--- config.mk ---
export PLATFORM = sky130hd
export DESIGN_NAME = inta_responder
export DESIGN_NICKNAME = d
export VERILOG_FILES = /design/src/rtl/pic_pkg.sv /design/src/rtl/pic_prio_resolver.sv /design/src/rtl/inta_responder.sv
export SDC_FILE = /design/constraint.sdc
export NUM_CORES = 1
export LEC_CHECK = 0
export CORE_ASPECT_RATIO = 1.2
export CORE_UTILIZATION = 49
export CTS_BUF_LIST = sky130_fd_sc_hd__clkbuf_16
export CTS_CLUSTER_DIAMETER = 120
export DETAILED_ROUTE_END_ITERATION = 10
export MAX_ROUTING_LAYER = met4
export PLACE_DENSITY = 0.94
export SLEW_MARGIN = 25
export SYNTH_ARGS = -nofsm -noshare
export SYNTH_HDL_FRONTEND = slang
export SYNTH_SLANG_ARGS = --single-unit
export TNS_END_PERCENT = 100
--- constraint.sdc ---
create_clock -name clk -period 5.5 [get_ports clk]
set_input_delay 0.55 -clock clk [delete_from_list [all_inputs] [get_ports clk]]
set_output_delay 0.55 -clock clk [all_outputs]
set_load 0.03 [all_outputs]
--- src/rtl/pic_pkg.sv ---
// Shared types and helpers for the 8259A-style interrupt acknowledge path.
// Holds the IR level constants, the acknowledge FSM state type and the priority encoder.
package pic_pkg;

    localparam int NUM_IR = 8;
    localparam int LVL_W  = 3;

    localparam logic [LVL_W-1:0] SPURIOUS_LVL = 3'd7;

    typedef enum logic [2:0] {
        IDLE  = 3'd0,
        WAIT1 = 3'd1,
        HOLD1 = 3'd2,
        WAIT2 = 3'd3,
        DRIVE = 3'd4
    } state_e;

    typedef struct packed {
        logic             valid;
        logic [LVL_W-1:0] idx;
    } prio_t;

    // Lowest set index wins: IR0 is the highest priority level.
    function automatic prio_t prio_enc(input logic [NUM_IR-1:0] vec);
        prio_t res;
        res.valid = 1'b0;
        res.idx   = '0;
        for (int i = NUM_IR - 1; i >= 0; i--) begin
            if (vec[i]) begin
                res.valid = 1'b1;
                res.idx   = LVL_W'(i);
            end
        end
        return res;
    endfunction

endpackage

--- src/rtl/pic_prio_resolver.sv ---
// Fixed-priority resolution of the masked request set against the in-service register.
// A request qualifies only when it outranks every level currently in service.
module pic_prio_resolver
    import pic_pkg::*;
(
    input  logic [NUM_IR-1:0] pending,
    input  logic [NUM_IR-1:0] isr,
    output logic              qualify,
    output logic [LVL_W-1:0]  cand
);

    prio_t pend_p;
    prio_t isr_p;

    always_comb begin
        pend_p  = prio_enc(pending);
        isr_p   = prio_enc(isr);
        cand    = pend_p.idx;
        qualify = pend_p.valid && (!isr_p.valid || (pend_p.idx < isr_p.idx));
    end

endmodule

--- src/rtl/inta_responder.sv ---
// CPU-facing end of the interrupt controller: raises INT, runs the two-pulse INTA
// handshake, drives the vector on the second pulse and owns the in-service register.
module inta_responder
    import pic_pkg::*;
(
    input  logic              clk,
    input  logic              rst,
    input  logic [NUM_IR-1:0] irr,
    input  logic [NUM_IR-1:0] imr_output,
    input  logic              inta_n,
    input  logic              eoi_ns,
    input  logic              eoi_sp,
    input  logic [LVL_W-1:0]  eoi_level,
    input  logic              aeoi,
    input  logic [4:0]        vector_base,
    output logic              int_out,
    output logic [NUM_IR-1:0] irr_clear,
    output logic [NUM_IR-1:0] isr,
    output logic [7:0]        vector_out,
    output logic              data_drive
);

    state_e            state_q, state_d;
    logic              inta_q;
    logic              int_out_q, int_out_d;
    logic [NUM_IR-1:0] irr_clear_q, irr_clear_d;
    logic [NUM_IR-1:0] isr_q, isr_d;
    logic [7:0]        vector_out_q, vector_out_d;
    logic              data_drive_q, data_drive_d;
    logic [LVL_W-1:0]  lvl_q, lvl_d;
    logic              spurious_q, spurious_d;

    logic              qualify;
    logic [LVL_W-1:0]  cand;
    logic              inta_fall;
    logic              inta_rise;
    logic [NUM_IR-1:0] set_vec;
    logic [NUM_IR-1:0] aeoi_clr;
    logic [NUM_IR-1:0] eoi_clr;
    prio_t             isr_p;

    pic_prio_resolver u_prio (
        .pending (irr & ~imr_output),
        .isr     (isr_q),
        .qualify (qualify),
        .cand    (cand)
    );

    assign inta_fall = inta_q & ~inta_n;
    assign inta_rise = ~inta_q & inta_n;

    always_comb begin
        state_d      = state_q;
        int_out_d    = int_out_q;
        lvl_d        = lvl_q;
        spurious_d   = spurious_q;
        vector_out_d = vector_out_q;
        data_drive_d = data_drive_q;
        set_vec      = '0;
        aeoi_clr     = '0;
        eoi_clr      = '0;
        isr_p        = prio_enc(isr_q);

        case (state_q)
            IDLE: begin
                if (qualify) begin
                    state_d   = WAIT1;
                    int_out_d = 1'b1;
                end
            end
            WAIT1: begin
                // The INTA edge is checked first so a mask landing with it yields a spurious ack.
                if (inta_fall) begin
                    int_out_d = 1'b0;
                    state_d   = HOLD1;
                    if (qualify) begin
                        lvl_d         = cand;
                        spurious_d    = 1'b0;
                        set_vec[cand] = 1'b1;
                    end else begin
                        lvl_d      = SPURIOUS_LVL;
                        spurious_d = 1'b1;
                    end
                end else if (!qualify) begin
                    int_out_d = 1'b0;
                    state_d   = IDLE;
                end
            end
            HOLD1: begin
                if (inta_rise) begin
                    state_d = WAIT2;
                end
            end
            WAIT2: begin
                if (inta_fall) begin
                    state_d      = DRIVE;
                    vector_out_d = {vector_base, lvl_q};
                    data_drive_d = 1'b1;
                end
            end
            DRIVE: begin
                if (inta_rise) begin
                    state_d      = IDLE;
                    vector_out_d = '0;
                    data_drive_d = 1'b0;
                    if (aeoi && !spurious_q) begin
                        aeoi_clr[lvl_q] = 1'b1;
                    end
                end
            end
            default: state_d = IDLE;
        endcase

        if (eoi_sp) begin
            eoi_clr[eoi_level] = 1'b1;
        end else if (eoi_ns && isr_p.valid) begin
            eoi_clr[isr_p.idx] = 1'b1;
        end

        irr_clear_d = set_vec;
        isr_d       = (isr_q & ~eoi_clr & ~aeoi_clr) | set_vec;
    end

    always_ff @(posedge clk) begin
        if (rst) begin
            state_q      <= IDLE;
            inta_q       <= 1'b1;
            int_out_q    <= 1'b0;
            irr_clear_q  <= '0;
            isr_q        <= '0;
            vector_out_q <= '0;
            data_drive_q <= 1'b0;
            lvl_q        <= '0;
            spurious_q   <= 1'b0;
        end else begin
            state_q      <= state_d;
            inta_q       <= inta_n;
            int_out_q    <= int_out_d;
            irr_clear_q  <= irr_clear_d;
            isr_q        <= isr_d;
            vector_out_q <= vector_out_d;
            data_drive_q <= data_drive_d;
            lvl_q        <= lvl_d;
            spurious_q   <= spurious_d;
        end
    end

    assign int_out    = int_out_q;
    assign irr_clear  = irr_clear_q;
    assign isr        = isr_q;
    assign vector_out = vector_out_q;
    assign data_drive = data_drive_q;

endmodule

==> impl_metrics.ini, run 1 <==
[run_status]
outcome = complete, but fails checks
violations = DRC

[sta]
slew_viol_final = 0
slew_headroom_pct = 39.9
timing.fmax_mhz = 344
worst_pin_slew_ns = 0.899
finalSetupViolCount = 0
worst_clock_skew_ns = 0.00539
fin_hold_ws_ns = 0.450
period_share_pct = 52.8
rsz0062_at_grt = no
setup_tns_ns = 0
timing.final.crit_period_ns = 2.90
final-hold-violation-count = 0

[yosys]
synth.area.top_cells = dfxtp_1 (39%), nor2_1 (4.9%), a21oi_1 (4.3%)
postSynthAreaPerCell_sq_um = 8.16
syn_nets = 248
netlist_instances = 216
async_flop_share_pct = 0
synth_common_cells = dfxtp_1 (34), nor2_1 (23), nand2_1 (18), a21oi_1 (15)
yosysMostFrequentCell = dfxtp_1
synth-xor-area-share_pct = 0.497
synth_top_cell_by_area = dfxtp_1
synth-simple-area-share_pct = 34.6
ys_types = 45
synth_edf_count = 0
yosysTopAreaCellShare_pct = 38.6
synth_flop_cell = dfxtp_1
netlist_area_sq_mm = 0.00176
synth_adder_area_share_pct = 1.42
yosysSeqAreaShare_pct = 38.6
synth_top_family_by_area = simple AND/OR/NAND/NOR gates
ys_warn_count = 0
synth_compound_area_share_pct = 22.5
ys_ff_latch = 34
muxShareOfSynthArea_pct = 0

[critical_path]
cp_data_required_time_ns = 5.70
crit_path_end_kind = flip-flop
criticalPathCategory = input port to flip-flop
arrival_ns = 3.11
crit_path_start_kind = input port
critPathMaxFanout = 6

[layout]
syn_to_final_growth_pct = 43.2
layout-drive-gt1-share_pct = 4.03
diodes = 0
fin_nets = 304

[routing]
routed_wl_mm = 4.48
drt_iter0_markers = 104
vias = 1849
wl_per_cell_um = 14.5
drc_errors = 8
drt_first_pass_iters = 8
viasPerCell = 5.96
final_antenna_net_count = 0

[clock_network]
clkSinkCount = 34
insertion_delay_ns = 0.28
ctsHtreeMaxLevel = 2
cts_tree = done
numCtsBuffers = 5
cts_buffer_depth = 2
hold_buffers = 0
cts-resized-gates = 0
cts.clk_slew.worst_paths_ns = 0.06
cts_root_buffer = clkbuf_16
cts_setup_buffers = 0

[flow_run]
maxCapViolCount = 0

[floorplanning]
io_pins = 56
dieArea_sq_mm = 0.00384
die_y_um = 67.7
initial_core_util_pct = 51.9
fp.coreArea_sq_mm = 0.00340
rows = 23
dieWidth_um = 56.8

[power_and_ir_drop]
p_leak_nw = 0.895
powerDensity_mw_per_mm2 = 294
ir_worst_vdd_mv = 0.199

[global_route]
grt_pass1_vias = 1562
grt_pass1_wl_mm = 7.22
grt_util_all_layers_pct = 25.5
antenna_found_initial = 0
grt_max_degree = 27
grt-ovfl-total = 0

[place]
routabilityCongestion = 0.993
io_buffer_count = 55
dp_hpwl_mm = 3.38

[hold_path]
hold_path_class = flip-flop to flip-flop
[cell families (layout without fill, tap and decap cells)]
kind of cell    Yosys count  count (layout)
buf+inv                  11              68
simple gates            112             112
compound gates           56              56
xor+xnor                  1               1
fa+ha+maj                 2               2
flops                    34              34
[layer usage]
metal  GRT usage [%]  wire (um)  up-vias  share of wire (%)
met4            11.3         97        0                2.2
met2            42.0       2210       65                 49
met5               -          0        -                  0
met1            30.4       1940      848                 43
li1                -          -      926                  -
met3            5.17        231       10                5.2
[flip-flops by register name, indices dropped and copies added (netlist names)]
register,cells
spurious_q,1
isr,8
lvl_q,3
irr_clear,8
data_drive,1
inta_q,1
int_out,1
vector_out,8
state_q,3
[through the flow]
stage / std cells / worst slack, ns / utilization (%) / total power [mW] / instance area, sq um
after floorplan: 216 / 2.97 / - / 0.339 / 1760
after global placement: 302 / 2.45 / 68.8 / 0.384 / 2340
after detailed placement: 302 / 2.35 / 68.8 / 0.387 / 2340
after CTS: 310 / 2.60 / 74.4 / 0.744 / 2520
after global routing: 310 / 2.35 / 74.4 / 0.769 / 2520
final: 310 / 2.60 / 74.4 / 0.742 / 2520
[worst paths after layout]
path                                            startpoint                    endpoint  slack (ns)  cells past startpoint
worst min register to register  vector_out[7]$_SDFFE_PP0P_  vector_out[7]$_SDFFE_PP0P_        0.45                      2
worst max register to register           isr[0]$_SDFF_PP0_        int_out$_SDFFE_PP0P_        2.81                      7
worst max-delay path                                irr[4]        int_out$_SDFFE_PP0P_        2.60                      9
worst min-delay path            vector_out[7]$_SDFFE_PP0P_  vector_out[7]$_SDFFE_PP0P_        0.45                      2
[power by group]
| group | switching [mW] | internal [mW] | leakage, nW | total, mW |
|---|---|---|---|---|
| clock network | 0.102 | 0.258 | 0.0915 | 0.360 |
| logic | 0.0612 | 0.0545 | 0.528 | 0.116 |
| registers | 0.0106 | 0.256 | 0.276 | 0.267 |
[critical path: stages]
cell             delay, ns
clkdlybuf4s50_1       0.41
nor2b_1               0.16
nor4_1                0.49
nor2_1                0.11
ha_1                  0.33
a21oi_1               0.16
o21ai_1               0.17
or4b_1                0.55
a22oi_1               0.18
[area by class of cell]
type,instances,area [sq um]
fillers,263,871
clock inverters,3,63.8
multi-input cells,171,1040
flip-flops and latches,34,681
repair buffers,55,551
clock buffers,5,125
inverters,5,18.8
well taps,37,46.3
[cell usage in the layout, fill, tap and decap left out, types with 2 or more instances in the layout]
cell type | synthesis | final
nor2_1 | 23 | 23
o22ai_1 | 8 | 8
clkdlybuf4s50_1 | 0 | 55
ha_1 | 2 | 2
o31ai_1 | 2 | 2
nand2_1 | 18 | 18
a31oi_1 | 2 | 2
nand4_1 | 3 | 3
nand2b_1 | 11 | 11
o21ai_1 | 2 | 2
o221ai_1 | 2 | 2
nor4_1 | 2 | 2
a211oi_1 | 3 | 3
bufinv_16 | 0 | 2
nand3_1 | 10 | 10
dfxtp_1 | 34 | 34
clkbuf_16 | 0 | 5
nor2b_1 | 10 | 10
o21ai_0 | 2 | 2
nand3b_1 | 4 | 4
and2_1 | 4 | 4
or4b_1 | 2 | 2
a21oi_1 | 15 | 15
nor3_1 | 11 | 11
or4_1 | 3 | 3
o2111ai_1 | 4 | 4
o21a_1 | 3 | 3
nand4b_1 | 3 | 3
nor3b_1 | 4 | 4
a21o_1 | 3 | 3
inv_1 | 5 | 5
No activity file was read; power rests on OpenSTA's default activity.
==> run 2: changes to the inputs <==
--- a/config.mk
+++ b/config.mk
@@ -6,12 +6,12 @@
 export NUM_CORES = 1
 export LEC_CHECK = 0
 export CORE_ASPECT_RATIO = 1.2
-export CORE_UTILIZATION = 49
+export CORE_UTILIZATION = 46
 export CTS_BUF_LIST = sky130_fd_sc_hd__clkbuf_16
 export CTS_CLUSTER_DIAMETER = 120
 export DETAILED_ROUTE_END_ITERATION = 10
 export MAX_ROUTING_LAYER = met4
-export PLACE_DENSITY = 0.94
+export PLACE_DENSITY = 0.89
 export SLEW_MARGIN = 25
 export SYNTH_ARGS = -nofsm -noshare
 export SYNTH_HDL_FRONTEND = slang
==> constraint.sdc (replaced) <==
create_clock -name clk -period 2.8 [get_ports clk]
set_input_delay 0.28 -clock clk [delete_from_list [all_inputs] [get_ports clk]]
set_output_delay 0.28 -clock clk [all_outputs]
set_load 0.03 [all_outputs]
==> impl_metrics.ini, run 2 (synthesis gave the netlist of run 1 again) <==
[run_status]
outcome = finished clean

[sta]
worst_pin_slew_ns = 0.624
worst_clock_skew_ns = 0.00161
final-hold-violation-count = 0
slew_headroom_pct = 58.1
timing.final.crit_period_ns = 2.60
period_share_pct = 92.8
finalSetupViolCount = 0
slew_viol_final = 0
rsz0062_at_grt = no
timing.fmax_mhz = 385
setup_tns_ns = 0

[critical_path]
reg2reg_depth = 7
reg2reg_from = isr[0]$_SDFF_PP0_
criticalPathCategory = flip-flop to flip-flop
critPathMaxFanout = 7
cp-endpoint = int_out$_SDFFE_PP0P_
cp_data_required_time_ns = 3.00
r2r_end = int_out$_SDFFE_PP0P_
arrival_ns = 2.80
regToRegSetupSlack_ns = 0.20
crit_start = isr[0]$_SDFF_PP0_
crit_path_start_kind = flip-flop
crit_path_end_kind = flip-flop

[routing]
wl_per_cell_um = 14.7
final_antenna_net_count = 0
drt_iter0_markers = 86
drt_first_pass_iters = 4
routed_wl_mm = 4.81
viasPerCell = 5.69
vias = 1867
drc_errors = 0

[global_route]
grt_pass1_wl_mm = 7.90
grt_max_degree = 20
antenna_found_initial = 0
grt_util_all_layers_pct = 26.1
grt_pass1_vias = 1716
grt-ovfl-total = 0

[floorplanning]
dieArea_sq_mm = 0.00409
initial_core_util_pct = 48.1
die_y_um = 69.8
dieWidth_um = 58.5
io_pins = 56
rows = 24
fp.coreArea_sq_mm = 0.00366

[power_and_ir_drop]
p_leak_nw = 0.910
powerDensity_mw_per_mm2 = 574
ir_worst_vdd_mv = 0.458

[clock_network]
hold_buffers = 0
cts_root_buffer = clkbuf_16
numCtsBuffers = 5
cts_setup_buffers = 0
cts-resized-gates = 0
ctsHtreeMaxLevel = 2
clkSinkCount = 34
insertion_delay_ns = 0.28
cts_buffer_depth = 2
cts.clk_slew.worst_paths_ns = 0.05
cts_tree = done

[flow_run]
maxCapViolCount = 0

[layout]
fin_area_sq_mm = 0.00257
fin_nets = 307
diodes = 0
layout-drive-gt1-share_pct = 5.07
layout_common_cells = clkdlybuf4s50_1 (55), dfxtp_1 (34), nor2_1 (23)
syn_to_final_growth_pct = 45.6
final_common_cell = clkdlybuf4s50_1

[place]
io_buffer_count = 55
placed_area_sq_mm = 0.00238
dp_hpwl_mm = 3.46
routabilityCongestion = 0.894

[hold_path]
hold_path_class = flip-flop to flip-flop
==> run 2: cell types whose count changed in the layout (fill, tap and decap cells not counted) <==
cell / change
buf_4: +3
==> run 2: critical path, cell delays in order (launching register included) <==
cell and delay (ns):
dfxtp_1 0.38, or4_1 0.58, nand2b_1 0.18, ha_1 0.29
a21oi_1 0.16, o21ai_1 0.19, or4b_1 0.55, a22oi_1 0.19
==> run 2: worst min path at each step <==
stage / startpoint / endpoint / depth (start not counted)
4_1_cts: vector_out[5]$_SDFFE_PP0P_ / vector_out[5]$_SDFFE_PP0P_ / 2
3_3_place_gp: vector_out[1]$_SDFFE_PP0P_ / vector_out[1]$_SDFFE_PP0P_ / 2
5_1_grt: vector_out[7]$_SDFFE_PP0P_ / vector_out[7]$_SDFFE_PP0P_ / 2
6_report: vector_out[7]$_SDFFE_PP0P_ / vector_out[7]$_SDFFE_PP0P_ / 2
3_5_place_dp: vector_out[7]$_SDFFE_PP0P_ / vector_out[7]$_SDFFE_PP0P_ / 2
2_1_floorplan: inta_n / inta_q$_SDFF_PP1_ / 1
==> run 2: cell type report <==
cell class                 count  area (sq um)
clock buffer                   5           125
clock inverter                 3          63.8
fill                         301          1100
inverter                       5          18.8
multi-input combinational    171          1040
sequential                    34           681
tap                           52          65.1
timing repair buffer          58           573
==> run 2: power breakdown <==
group | total (mW) | internal (mW) | leakage, nW | switching [mW]
clock network | 0.715 | 0.507 | 0.0915 | 0.208
logic | 0.233 | 0.111 | 0.543 | 0.122
registers | 0.525 | 0.503 | 0.276 | 0.0216
total | 1.47 | 1.12 | 0.910 | 0.352
==> run 2: metrics by stage <==
step	hold slack (ns)	util [%]	worst slack, ns	power, mW	cells
after global placement	0.439	64.9	0.149	0.757	320
after detailed placement	0.449	64.9	0.0402	0.761	320
after global routing	0.487	70.0	0.0915	1.52	328
after CTS	0.456	70.0	0.252	1.47	328
final	0.452	70.0	0.201	1.47	328
after floorplan	0.387	-	0.266	0.667	216
==> run 2: layer usage <==
| layer | share of wire, % | GRT usage, % |
|---|---|---|
| met2 | 52 | 41.8 |
| met5 | 0 | - |
| met1 | 41 | 31.5 |
| met3 | 5.9 | 6.72 |
| met4 | 1.1 | 9.26 |
==> run 3: changes to the inputs <==
--- a/config.mk
+++ b/config.mk
@@ -6,12 +6,12 @@
 export NUM_CORES = 1
 export LEC_CHECK = 0
 export CORE_ASPECT_RATIO = 1.2
-export CORE_UTILIZATION = 46
+export CORE_UTILIZATION = 41
 export CTS_BUF_LIST = sky130_fd_sc_hd__clkbuf_16
 export CTS_CLUSTER_DIAMETER = 120
 export DETAILED_ROUTE_END_ITERATION = 10
 export MAX_ROUTING_LAYER = met4
-export PLACE_DENSITY = 0.89
+export PLACE_DENSITY = 0.85
 export SLEW_MARGIN = 25
 export SYNTH_ARGS = -nofsm -noshare
 export SYNTH_HDL_FRONTEND = slang
==> constraint.sdc (replaced) <==
create_clock -name clk -period 2.2 [get_ports clk]
set_input_delay 0.22 -clock clk [delete_from_list [all_inputs] [get_ports clk]]
set_output_delay 0.22 -clock clk [all_outputs]
set_load 0.03 [all_outputs]
==> impl_metrics.ini, run 3 (synthesis gave the netlist of run 1 again) <==
[floorplanning]
io_pins = 56
rows = 25
initial_core_util_pct = 43.7
fp.coreArea_sq_mm = 0.00404
dieArea_sq_mm = 0.00457
die_y_um = 73.8
dieWidth_um = 61.9

[routing]
routed_wl_mm = 5.54
drc_errors = 0
final_antenna_net_count = 0
drt_first_pass_iters = 7
vias = 2022
viasPerCell = 5.71
wl_per_cell_um = 15.7
drt_iter0_markers = 156

[global_route]
grt-ovfl-total = 0
grt_pass1_wl_mm = 8.36
grt_util_all_layers_pct = 25.7
grt_pass1_vias = 1881
antenna_found_initial = 0
grt_max_degree = 20

[clock_network]
cts_buffer_depth = 2
numCtsBuffers = 5
clkSinkCount = 34
insertion_delay_ns = 0.28
ctsHtreeMaxLevel = 2
cts_tree = done
cts_root_buffer = clkbuf_16
cts.clk_slew.worst_paths_ns = 0.05

[critical_path]
critPathMaxFanout = 5
crit_path_start_kind = input port
cp_data_required_time_ns = 2.37
arrival_ns = 2.42
criticalPathCategory = input port to flip-flop
crit_path_end_kind = flip-flop

[flow_run]
maxCapViolCount = 0

[hold_path]
hold_path_class = flip-flop to flip-flop

[place]
io_buffer_count = 55
placed_cells = 345
routabilityCongestion = 1.00
dp_hpwl_mm = 3.99

[layout]
fin_util_pct = 69.6
nFillCells = 297
final_cells = 354
syn_to_final_growth_pct = 59.3
layout_common_cells = clkdlybuf4s50_1 (55), dfxtp_1 (31), buf_4 (25)
diodes = 0
fin_nets = 331
final_common_cell = clkdlybuf4s50_1
layout-drive-gt1-share_pct = 19.3

[sta]
period_share_pct = 103
rsz0062_at_grt = yes
worst_pin_slew_ns = 0.552
final-hold-violation-count = 0
worst_clock_skew_ns = 0.00506
slew_viol_final = 0
worst_slack_ns = -0.0578
slew_headroom_pct = 62.9
timing.fmax_mhz = 443
finalSetupViolCount = 7
timing.final.crit_period_ns = 2.26

[run_status]
outcome = complete, but fails checks
violations = setup timing

[power_and_ir_drop]
p_clk_share_pct = 39.1
finalPower_mw = 1.72
seqPwrFrac_pct = 38.5
internal-power_mw = 1.24
powerDensity_mw_per_mm2 = 611
power_frac_comb_pct = 22.4
switching_power_mw = 0.472
p_leak_nw = 1.03
swShare_pct = 27.5
ir_worst_vdd_mv = 0.636
## run 3: changes by cell type in the layout (fill, tap and decap cells not counted), sizes merged
cell / delta
buf: +24
bufinv: -2
clkinv: +1
clkinvlp: +1
## run 3: power groups by stage
stage	Combinational (mW)	Clock, mW	Sequential [mW]
5_1_grt	0.410	0.703	0.664
3_5_place_dp	0.348	0	0.672
6_report	0.385	0.671	0.660
3_3_place_gp	0.340	0	0.672
2_1_floorplan	0.169	0	0.690
4_1_cts	0.354	0.675	0.660
## run 3: final timing paths
| kind | from | to | slack [ns] | cells past startpoint |
|---|---|---|---|---|
| max reg2reg | isr[2]$_SDFF_PP0_ | lvl_q[0]$_SDFFE_PP0P_ | -0.05 | 7 |
| max | irr[6] | lvl_q[0]$_SDFFE_PP0P_ | -0.06 | 9 |
| min | vector_out[4]$_SDFFE_PP0P_ | vector_out[4]$_SDFFE_PP0P_ | 0.45 | 2 |
| min reg2reg | vector_out[4]$_SDFFE_PP0P_ | vector_out[4]$_SDFFE_PP0P_ | 0.45 | 2 |
## run 3: critical path, stage by stage
cell and delay (ns):
clkdlybuf4s50_1 0.45, nor2b_2 0.21, o221ai_2 0.14, a21oi_2 0.19, ha_1 0.28, o21a_1 0.22
o22a_4 0.23, a21o_1 0.22, o31a_1 0.26
## run 3: what timing repair did
item	4_1_cts	5_1_grt
pin swaps	3	6
resized for setup	3	12
gates cloned	0	0
buffers inserted	0	1
endpoints found under the setup margin	8	12
hold buffers	0	0
## run 3: cell type report
class | count | area [sq um] | share of cell area (%)
clock buffer | 5 | 125 | 4.45
sequential | 34 | 689 | 24.5
inverter | 5 | 18.8 | 0.668
multi-input combinational | 171 | 1130 | 40.3
tap | 54 | 67.6 | 2.41
timing repair buffer | 82 | 761 | 27.1
clock inverter | 3 | 16.3 | 0.579
## run 3: metrics by stage
step                TNS [ns]  hold WS [ns]  instance area, sq um  setup WS, ns
global route          -0.722         0.468                  2810        -0.119
floorplan             -0.178         0.327                  1810        -0.115
global placement       -3.54         0.438                  2590        -0.297
finish                -0.232         0.451                  2810       -0.0578
CTS                  -0.0402         0.453                  2750       -0.0360
detailed placement     -4.76         0.446                  2590        -0.348
## run 3: layer usage
metal	part of all wire (%)	vias to the layer above	GRT usage [%]
met1	40	943	26.8
met5	0	-	-
met4	4.4	0	13.3
li1	-	973	-
met3	5.2	24	6.51
met2	51	82	43.5
